### src/rtl/parking_spot_allocator.sv
// Entry/exit controller: arbitrates two entry lanes onto one barrier, hands out the
// lowest free spot, times the gate opening and releases spots on exit.
module parking_spot_allocator #(
  parameter int N_SPOTS          = 8,
  parameter int SPOT_W           = 3,
  parameter int GATE_OPEN_CYCLES = 4
) (
  input  logic               clk,
  input  logic               reset,
  input  logic [1:0]         entry_req,
  output logic [1:0]         entry_grant,
  output logic [SPOT_W-1:0]  grant_spot,
  input  logic               exit_req,
  input  logic [SPOT_W-1:0]  exit_spot,
  output logic               exit_ack,
  output logic               exit_err,
  output logic               gate_open,
  output logic [N_SPOTS-1:0] occupancy,
  output logic               full
);

  localparam int CNT_W = (GATE_OPEN_CYCLES > 1) ? $clog2(GATE_OPEN_CYCLES) : 1;

  typedef enum logic {IDLE, HOLD} state_t;

  state_t             state, state_nxt;
  logic [CNT_W-1:0]   hold_cnt;
  logic               hold_done;
  logic               rr_ptr;
  logic               grant_fire;
  logic               grant_lane;
  logic [SPOT_W-1:0]  free_spot;
  logic               exit_hit;
  logic [N_SPOTS-1:0] occ_nxt;

  function automatic logic [SPOT_W-1:0] lowest_free(input logic [N_SPOTS-1:0] occ);
    lowest_free = '0;
    for (int i = N_SPOTS - 1; i >= 0; i--)
      if (!occ[i]) lowest_free = SPOT_W'(i);
  endfunction

  assign full      = &occupancy;
  assign hold_done = (hold_cnt == CNT_W'(GATE_OPEN_CYCLES - 1));

  // Allocation works on the pre-edge vector, so a spot freed this cycle is never picked
  always_comb begin
    free_spot  = lowest_free(occupancy);
    grant_fire = (state == IDLE) && !full && (entry_req != 2'b00);
    grant_lane = (&entry_req) ? rr_ptr : entry_req[1];
    exit_hit   = 1'b0;
    for (int i = 0; i < N_SPOTS; i++)
      if (exit_req && (exit_spot == SPOT_W'(i)) && occupancy[i]) exit_hit = 1'b1;
  end

  always_comb begin
    occ_nxt = occupancy;
    for (int i = 0; i < N_SPOTS; i++) begin
      if (grant_fire && (free_spot == SPOT_W'(i))) occ_nxt[i] = 1'b1;
      if (exit_hit && (exit_spot == SPOT_W'(i)))   occ_nxt[i] = 1'b0;
    end
  end

  always_ff @(posedge clk) begin
    if (reset) state <= IDLE;
    else       state <= state_nxt;
  end

  always_comb begin
    state_nxt = state;
    case (state)
      IDLE:    if (grant_fire) state_nxt = HOLD;
      HOLD:    if (hold_done)  state_nxt = IDLE;
      default: state_nxt = IDLE;
    endcase
  end

  always_comb begin
    gate_open = (state == HOLD);
  end

  always_ff @(posedge clk) begin
    if (reset) begin
      hold_cnt    <= '0;
      rr_ptr      <= 1'b0;
      entry_grant <= 2'b00;
      grant_spot  <= '0;
      occupancy   <= '0;
      exit_ack    <= 1'b0;
      exit_err    <= 1'b0;
    end else begin
      if (state == IDLE)   hold_cnt <= '0;
      else if (!hold_done) hold_cnt <= hold_cnt + 1'b1;
      entry_grant <= 2'b00;
      if (grant_fire) begin
        entry_grant <= grant_lane ? 2'b10 : 2'b01;
        grant_spot  <= free_spot;
        rr_ptr      <= ~grant_lane;
      end
      occupancy <= occ_nxt;
      exit_ack  <= exit_hit;
      exit_err  <= exit_req && !exit_hit;
    end
  end

endmodule
### config.mk
export PLATFORM = sky130hd
export DESIGN_NAME = parking_spot_allocator
export DESIGN_NICKNAME = d
export VERILOG_FILES = /design/src/rtl/parking_spot_allocator.sv
export SDC_FILE = /design/constraint.sdc
export NUM_CORES = 1
export LEC_CHECK = 0
export ABC_AREA = 0
export BUFFER_PORTS_ARGS = -buffer_cell sky130_fd_sc_hd__buf_2
export CORE_AREA = 2 2 47 49
export CTS_CLUSTER_SIZE = 16
export DETAILED_ROUTE_END_ITERATION = 8
export DIE_AREA = 0 0 49 51
export GPL_ROUTABILITY_DRIVEN = 0
export PLACE_DENSITY = 0.7
export SLEW_MARGIN = 20
export SYNTH_ARGS = -nofsm -noshare
export SYNTH_HDL_FRONTEND = slang
export SYNTH_SLANG_ARGS = --single-unit
### constraint.sdc
create_clock -name clk -period 1.4 [get_ports clk]
set_input_delay 0.28 -clock clk [delete_from_list [all_inputs] [get_ports clk]]
set_output_delay 0.28 -clock clk [all_outputs]
set_load 0.05 [all_outputs]
# --- Word level (Yosys, flattened, before mapping) ---
# Cells that the tools add are included.
totals:
  ff_bits: 19
  in_bits: 8
  elab_cells: 107
op_classes:
  add_sub_neg: 1
  n_eq_ne: 15
  mux: 21
  bitwise_logic: 3
  n_reduce_logical: 52
ops:
  columns: ["operator", "n"]
  rows:
  - ["logical AND 1 bit", 35]
  - ["equality test 3 bit, second input constant", 8]
  - ["2-to-1 mux 3 bit", 8]
  - ["OR reduction 2 bit", 10]
  - ["equality test 3 x 2 -> 1 bit, second input constant", 4]
  - ["2-to-1 mux 1 bit", 11]
  - ["AND reduction 8 bit", 1]
  - ["equality test 3 x 1 -> 1 bit, second input constant", 2]
  - ["logical NOT 3 bit", 2]
  - ["NOT 1 bit", 3]
  - ["adder 2 x 1 -> 2 bit, second input constant", 1]
  - ["equality test 2 bit, second input constant", 1]
  - ["logical NOT 1 bit", 2]
  - ["2-to-1 mux 2 bit", 1]
  - ["one-hot mux 1 bit (2 select lines)", 1]
  - ["AND reduction 2 bit", 1]
  - ["nonzero test 2 bit", 1]

# --- Longest topological paths before layout ---
# Gate-level depths: netlist of run 1.
depth:
  depth_word: 13
  depth_mapped: 5
  depth_no_buf: 4

# --- Worst setup path after synthesis of run 1 ---
# No wires, ideal clock.
synth_timing:
  path_type: "register -> output"
  from: "reg occupancy[2]"
  to: "out full"
  arrival_ns: 1.657
  required_ns: 1.120
  setup_slack_ns: -0.537
  stages_incl_launch_ff: 3
  path_cell_list: "dfxtp_1 > nand4_1 > nor2_1"
synth_between:
  elab_chain_len: 1
synth_lines:
  columns: ["item", "line_no", "text"]
  rows:
  - ["start: declaration", "18", "output logic [N_SPOTS-1:0] occupancy,"]
  - ["start signal: assignment", "99", "occupancy <= occ_nxt;"]
  - ["AND reduction 8 bit", "42", "assign full = &occupancy;"]
  - ["end: declaration", "19", "output logic full"]
# Every way passes these cells.

# --- Worst setup path after layout of run 1 ---
layout_timing:
  from: "reg occupancy[4]"
  to: "out full"
# Same word-level chain as after synthesis.

==> run_results.csv, run 1 <==
group,metric,value,unit
grt,grt.met1_usage,22.4,%
synthesis,ys_seq_elements,19,
floorplan,pin_count,25,
sta,slew_headroom,74.3,%
placed_design,placement.cell_area,0.00109,mm^2
clock_tree,cts_tree,"yes",
placed_design,portBuffers,24,
grt,grt_use_met3,2.63,%
sta,post-route-period-util,103,%
sta,rsz0062_at_grt,"true",
grt,gr-total-overflow,0,
cells_and_area,drive_above_1_share,47.4,%
synthesis,yosys.cell_types.count,34,
grt,grt_pass1_vias,879,
clock_tree,cts_hold_buf,0,
power,pwr-share-comb,21.7,%
power,clockPowerShare,25.5,%
grt,use_met2,32.4,%
route,route.detailed.drc,0,
route,wl_per_cell,13.6,um
power,switching_share,31.0,%
power,p_per_area,859,mW/mm^2
sta,skew,0.00275,ns
sta,hold_slack,0.296,ns
critical_path,critPathKind,"register to output port",
power,p_leak,0.545,nW
placed_design,hpwl,1.49,mm
grt,grt_pass1_wl,3.68,mm
floorplan,core_area,0.00206,mm^2
synthesis,synth_area_per_cell,9.23,um^2
critical_path,cp_slowest_cell,"dfxtp_4",
synthesis,seq_area_frac_synth,44.8,%
power,power_switching,0.333,mW
critical_path,end_kind,"output port",
route,wl,2.22,mm
power,ir_drop,0.000686,V
sta,worst_pin_slew,0.384,ns
synthesis,yosysWarnings,0,
outcome,status,"complete, but fails checks",
synthesis,synth_area,850,um^2
route,detail_route.first_pass.iterations,4,
cells_and_area,synthToLayoutAreaGrowth,47.3,%
synthesis,synth-edff-count,0,
synthesis,async_reset_ff_share,0,%
synthesis,synth_top_area_cell,"dfxtp_1",
sta,max_freq,0.690,GHz
floorplan,die_area,0.00250,mm^2
synthesis,synth_flop_cell,"dfxtp_1",
synthesis,synth_area_leaders,"dfxtp_1, a21oi_1, nand2_1",
critical_path,max_stage_delay,0.39,ns
route,drt_iter0_markers,14,
cells_and_area,layout.nets,145,
floorplan,die_h,51,um
critical_path,critPathBufInv,1,
critical_path,path_cells,"nand4_1 > nor2_4 > buf_6",
critical_path,worstSetupStartpointType,"register",
hold_path,hp-class,"input port to register",
critical_path,arrival,1.17,ns
grt,track_usage,19.4,%
clock_tree,cts.clk_slew.worst_paths,0.11,ns
synthesis,synth_commonest_cells,"dfxtp_1, nand2_1, a21oi_1, nor2_1, inv_1",
floorplan,die_w,49,um
power,p_int,0.742,mW
clock_tree,clock_path_buffers,2,
grt,grt-busiest-layer,"met2",
power,seq_power_share,52.8,%
critical_path,required,1.12,ns
sta,fin_ws,-0.0483,ns
floorplan,rows,17,
critical_path,worst-path-max-fanout,6,
synthesis,synth_top_area_share,44.8,%
cells_and_area,diodes,0,
synthesis,syn_inst,92,
cells_and_area,postLayoutCellArea,0.00125,mm^2
route,viasPerCell,5.36,
clock_tree,cts_root_buf,"clkbuf_4",
synthesis,synth_most_common_cell,"dfxtp_1",
route,num_vias,874,
clock_tree,insertion_delay,0.29,ns
grt,antenna_found_initial,0,
sta,finalMaxSlewViolations,0,
clock_tree,cts_made_buffers,3,
outcome,violations,"setup timing",
critical_path,critPathTopFamily,"flip-flops",
floorplan,initial_core_util,41.2,%
synthesis,synth_fp_nets,101,
job,cap_violations,0,
clock_tree,clkSinkCount,19,
sta,fin_crit,1.45,ns
grt,grt_start_max_net_pins,15,
route,ant_nets,0,
clock_tree,htreeDepth,1,
sta,hold_viol,0,
sta,setup_violations,2,
==> cells in the final DEF, fill, tap and decap left out, types with 2 or more instances in the layout <==
cell type,netlist,final
buf_2,0,21
dfxtp_1,19,10
nor3_1,3,3
nand4_1,4,4
a21oi_1,7,6
o21ai_0,4,4
buf_6,1,6
nand2_1,8,7
nor2_1,7,6
clkbuf_4,0,3
inv_1,6,6
nand4b_1,2,2
nand3_1,2,2
dfxtp_4,0,8
nor3b_1,3,3
nor2b_1,2,2
a32o_1,2,2
buf_4,0,14
mux2i_1,2,2
==> stage by stage <==
stage                     total power, mW  instances  setup slack (ns)  util [%]  TNS, ns
after global routing                 1.13        163            -0.134      60.6   -0.452
after global placement              0.792        149           0.00498      52.9        0
final                                1.07        163           -0.0483      60.6  -0.0791
after CTS                            1.08        163           -0.0658      58.8   -0.126
after detailed placement            0.795        149           -0.0294      52.9  -0.0294
after floorplan                     0.728         92          -0.00881         -  -0.0109
==> final cells by class <==
cell class,count,area [um^2]
Tap cell,28,35.0
Clock inverter,1,5.00
Timing Repair Buffer,41,278
Clock buffer,3,22.5
Inverter,6,22.5
Multi-Input combinational cell,65,477
Sequential cell,19,412
Fill cell,192,812
==> repair_timing <==
item	in CTS	in global routing
resized for setup	6	8
pin swaps	5	2
setup buffers	10	0
setup endpoints to repair	1	11
==> power by group through the flow <==
stage,combinational (mW),sequential [mW],clock (mW)
3_3_place_gp,0.211,0.581,0
4_1_cts,0.221,0.568,0.288
2_1_floorplan,0.0756,0.653,0
5_1_grt,0.250,0.572,0.310
3_5_place_dp,0.213,0.582,0
6_report,0.233,0.568,0.274
==> cell families after synthesis <==
family | after synthesis | share of synthesized area [%]
AOI/OAI and AO/OA | 23 | 19.6
xor gates and xnor gates | 1 | 1.03
adders and majority gates | 1 | 1.47
buffers and inverters | 8 | 4.42
DFF | 19 | 44.8
muxes | 3 | 5.01
and+or+nand+nor | 37 | 23.7
==> flip-flops by register name, summed over array words and instances, names as in the netlist <==
signal / cells
entry_grant: 2
exit_ack: 1
hold_cnt: 2
grant_spot: 3
gate_open: 1
rr_ptr: 1
occupancy: 8
exit_err: 1
==> final timing paths <==
check	end	from	slack, ns	cells after the start
min	exit_ack	exit_req	0.30	2
max reg2reg	exit_err	occupancy[1]	-0.03	4
min reg2reg	grant_spot[0]	grant_spot[0]	0.46	2
max	full	occupancy[4]	-0.05	3
==> metal layers <==
layer | part of all wire [%] | wire length (um) | up-vias
met4 | 3.8 | 84 | 0
met3 | 3.0 | 66 | 10
met1 | 43 | 959 | 403
li1 | - | - | 435
met2 | 50 | 1100 | 26
met5 | 0 | 0 | -
Power figures use the tool's default switching activity.
==> run 2, diff against run 1 <==
- GPL_TIMING_DRIVEN: not set -> 0
- REMOVE_ABC_BUFFERS: not set -> 1
==> run 2 against run 1 <==
The run still ends with setup timing left. Non-clock buffer count decreased by 2. Clock-buffer cell count unchanged. Global-route usage decreased by 0.090 points. Largest power group unchanged.
==> run_results.csv, run 2 (synthesis gave the netlist of run 1 again) <==
group,metric,value,unit
outcome,violations,"setup timing",
clock_tree,cts_root_buf,"clkbuf_4",
sta,post-route-period-util,103,%
cells_and_area,mostFrequentLayoutCell,"buf_2",
clock_tree,insertion_delay,0.30,ns
critical_path,required,1.12,ns
clock_tree,clkSinkCount,19,
cells_and_area,layout.nets,143,
critical_path,worstSetupStartpointType,"register",
critical_path,worst-path-max-fanout,6,
floorplan,die_h,51,um
critical_path,critPathKind,"register to output port",
job,cap_violations,0,
critical_path,max_stage_delay,0.39,ns
hold_path,hp-class,"input port to register",
sta,slew_headroom,78.8,%
critical_path,critPathBufInv,1,
sta,fin_crit,1.44,ns
sta,max_freq,0.693,GHz
floorplan,die_area,0.00250,mm^2
placed_design,hpwl,1.30,mm
placed_design,portBuffers,24,
cells_and_area,drive_above_1_share,45.1,%
critical_path,path_cells,"nand4_1 > nor2_2 > buf_6",
cells_and_area,regMostFlops,"occupancy",
route,wl_per_cell,13.8,um
sta,worst_pin_slew,0.315,ns
sta,finalMaxSlewViolations,0,
clock_tree,cts_tree,"yes",
power,seq_power_share,53.0,%
sta,skew,0.00146,ns
outcome,status,"complete, but fails checks",
sta,setup_violations,1,
critical_path,reg2reg_depth,3,
power,clockPowerShare,25.8,%
critical_path,cp_slowest_cell,"dfxtp_4",
critical_path,r2r_slack,0.02,ns
clock_tree,cts_made_buffers,3,
clock_tree,htreeDepth,1,
cells_and_area,largest_register_ffs,8,
route,drt_iter0_markers,23,
hold_path,min_delay_worst_endpoint,"entry_grant[1]",
route,wl,2.22,mm
critical_path,critPathTopFamily,"flip-flops",
route,viasPerCell,5.45,
floorplan,pin_count,25,
placed_design,pre_cts_slack,-0.228,ns
cells_and_area,synthToLayoutAreaGrowth,42.6,%
power,p_leak,0.524,nW
power,power_switching,0.336,mW
sta,rsz0062_at_grt,"true",
route,ant_nets,0,
critical_path,reg2reg_to,"exit_err",
cells_and_area,stdcell_count,161,
route,detail_route.first_pass.iterations,4,
hold_path,whs_path_depth,3,
floorplan,core_area,0.00206,mm^2
grt,antenna_found_initial,0,
critical_path,end_kind,"output port",
cells_and_area,diodes,0,
clock_tree,clock_path_buffers,2,
cells_and_area,layout_common_cells,"buf_2, buf_4, dfxtp_1",
sta,hold_slack,0.259,ns
grt,grt_pass1_wl,3.69,mm
cells_and_area,reg_top3,"occupancy (8), grant_spot (3)",
placed_design,dp_cells,142,
power,p_per_area,887,mW/mm^2
clock_tree,cts_hold_buf,0,
sta,hold_viol,0,
grt,grt_pass1_vias,782,
cells_and_area,final_core_util,58.7,%
floorplan,rows,17,
sta,fin_ws,-0.0425,ns
power,pwr-share-comb,21.2,%
floorplan,die_w,49,um
hold_path,hp-start,"entry_req[1]",
power,switching_share,31.3,%
clock_tree,cts.clk_slew.worst_paths,0.11,ns
route,num_vias,878,
grt,track_usage,19.3,%
route,route.detailed.drc,0,
power,p_int,0.738,mW
power,ir_drop,0.000501,V
critical_path,r2r-start,"occupancy[7]",
grt,grt_start_max_net_pins,15,
floorplan,initial_core_util,41.2,%
grt,gr-total-overflow,0,
critical_path,arrival,1.16,ns
-- run 2: changes by cell type in the layout (fill, tap and decap cells not counted), sizes merged --
| cell | before | now |
|---|---|---|
| buf | 41 | 39 |
-- run 2: tightest hold or removal path, delay by kind of cell --
| family | cells | cell delay, ns |
|---|---|---|
| compound gates | 1 | 0.09 |
| simple gates | 1 | 0.05 |
| buf+inv | 1 | 0.11 |
-- run 2: per-layer routing --
metal	part of all wire, %	routed length [um]	GRT usage [%]	vias to the layer above
li1	-	-	-	430
met1	43	966	24.5	422
met2	52	1160	33.6	20
met3	3.2	72	3.51	6
met4	1.2	26	5.71	0
met5	0	0	0	-
-- run 2: repair_timing --
| item | 4_1_cts | 5_1_grt |
|---|---|---|
| gates resized for setup | 20 | 6 |
| gates cloned | 0 | 0 |
| setup buffers | 11 | 4 |
| endpoints found under the setup margin | 9 | 9 |
| pin swaps | 3 | 4 |
-- run 2: how the worst max path moves through the flow --
stage	from	to	slack, ns	depth (start not counted)
final	occupancy[4]	full	-0.04	3
after floorplan	occupancy[2]	full	-0.54	2
after global routing	occupancy[3]	full	-0.11	3
after detailed placement	occupancy[2]	rr_ptr	-0.23	4
after global placement	occupancy[2]	rr_ptr	-0.20	4
after CTS	occupancy[3]	full	-0.04	3
-- run 2: per-stage QoR --
step	area [um^2]	setup TNS (ns)	power [mW]
after floorplan	835	-2.84	0.726
after global placement	990	-0.667	0.783
after detailed placement	990	-0.775	0.786
after CTS	1150	-0.0434	1.06
after global routing	1210	-0.232	1.13
final	1210	-0.0425	1.07
-- run 2: cell type report --
class | count | area (um^2)
tap | 28 | 35.0
clock buffer | 3 | 22.5
sequential | 19 | 410
fill | 201 | 852
timing repair buffer | 39 | 239
inverter | 6 | 22.5
multi-input combinational | 65 | 477
clock inverter | 1 | 5.00
-- run 2: power by group through the flow --
stage | combinational (mW) | sequential (mW) | clock [mW]
floorplan | 0.0639 | 0.662 | 0
global placement | 0.186 | 0.597 | 0
detailed placement | 0.188 | 0.598 | 0
CTS | 0.209 | 0.569 | 0.282
global route | 0.245 | 0.573 | 0.307
finish | 0.228 | 0.569 | 0.277
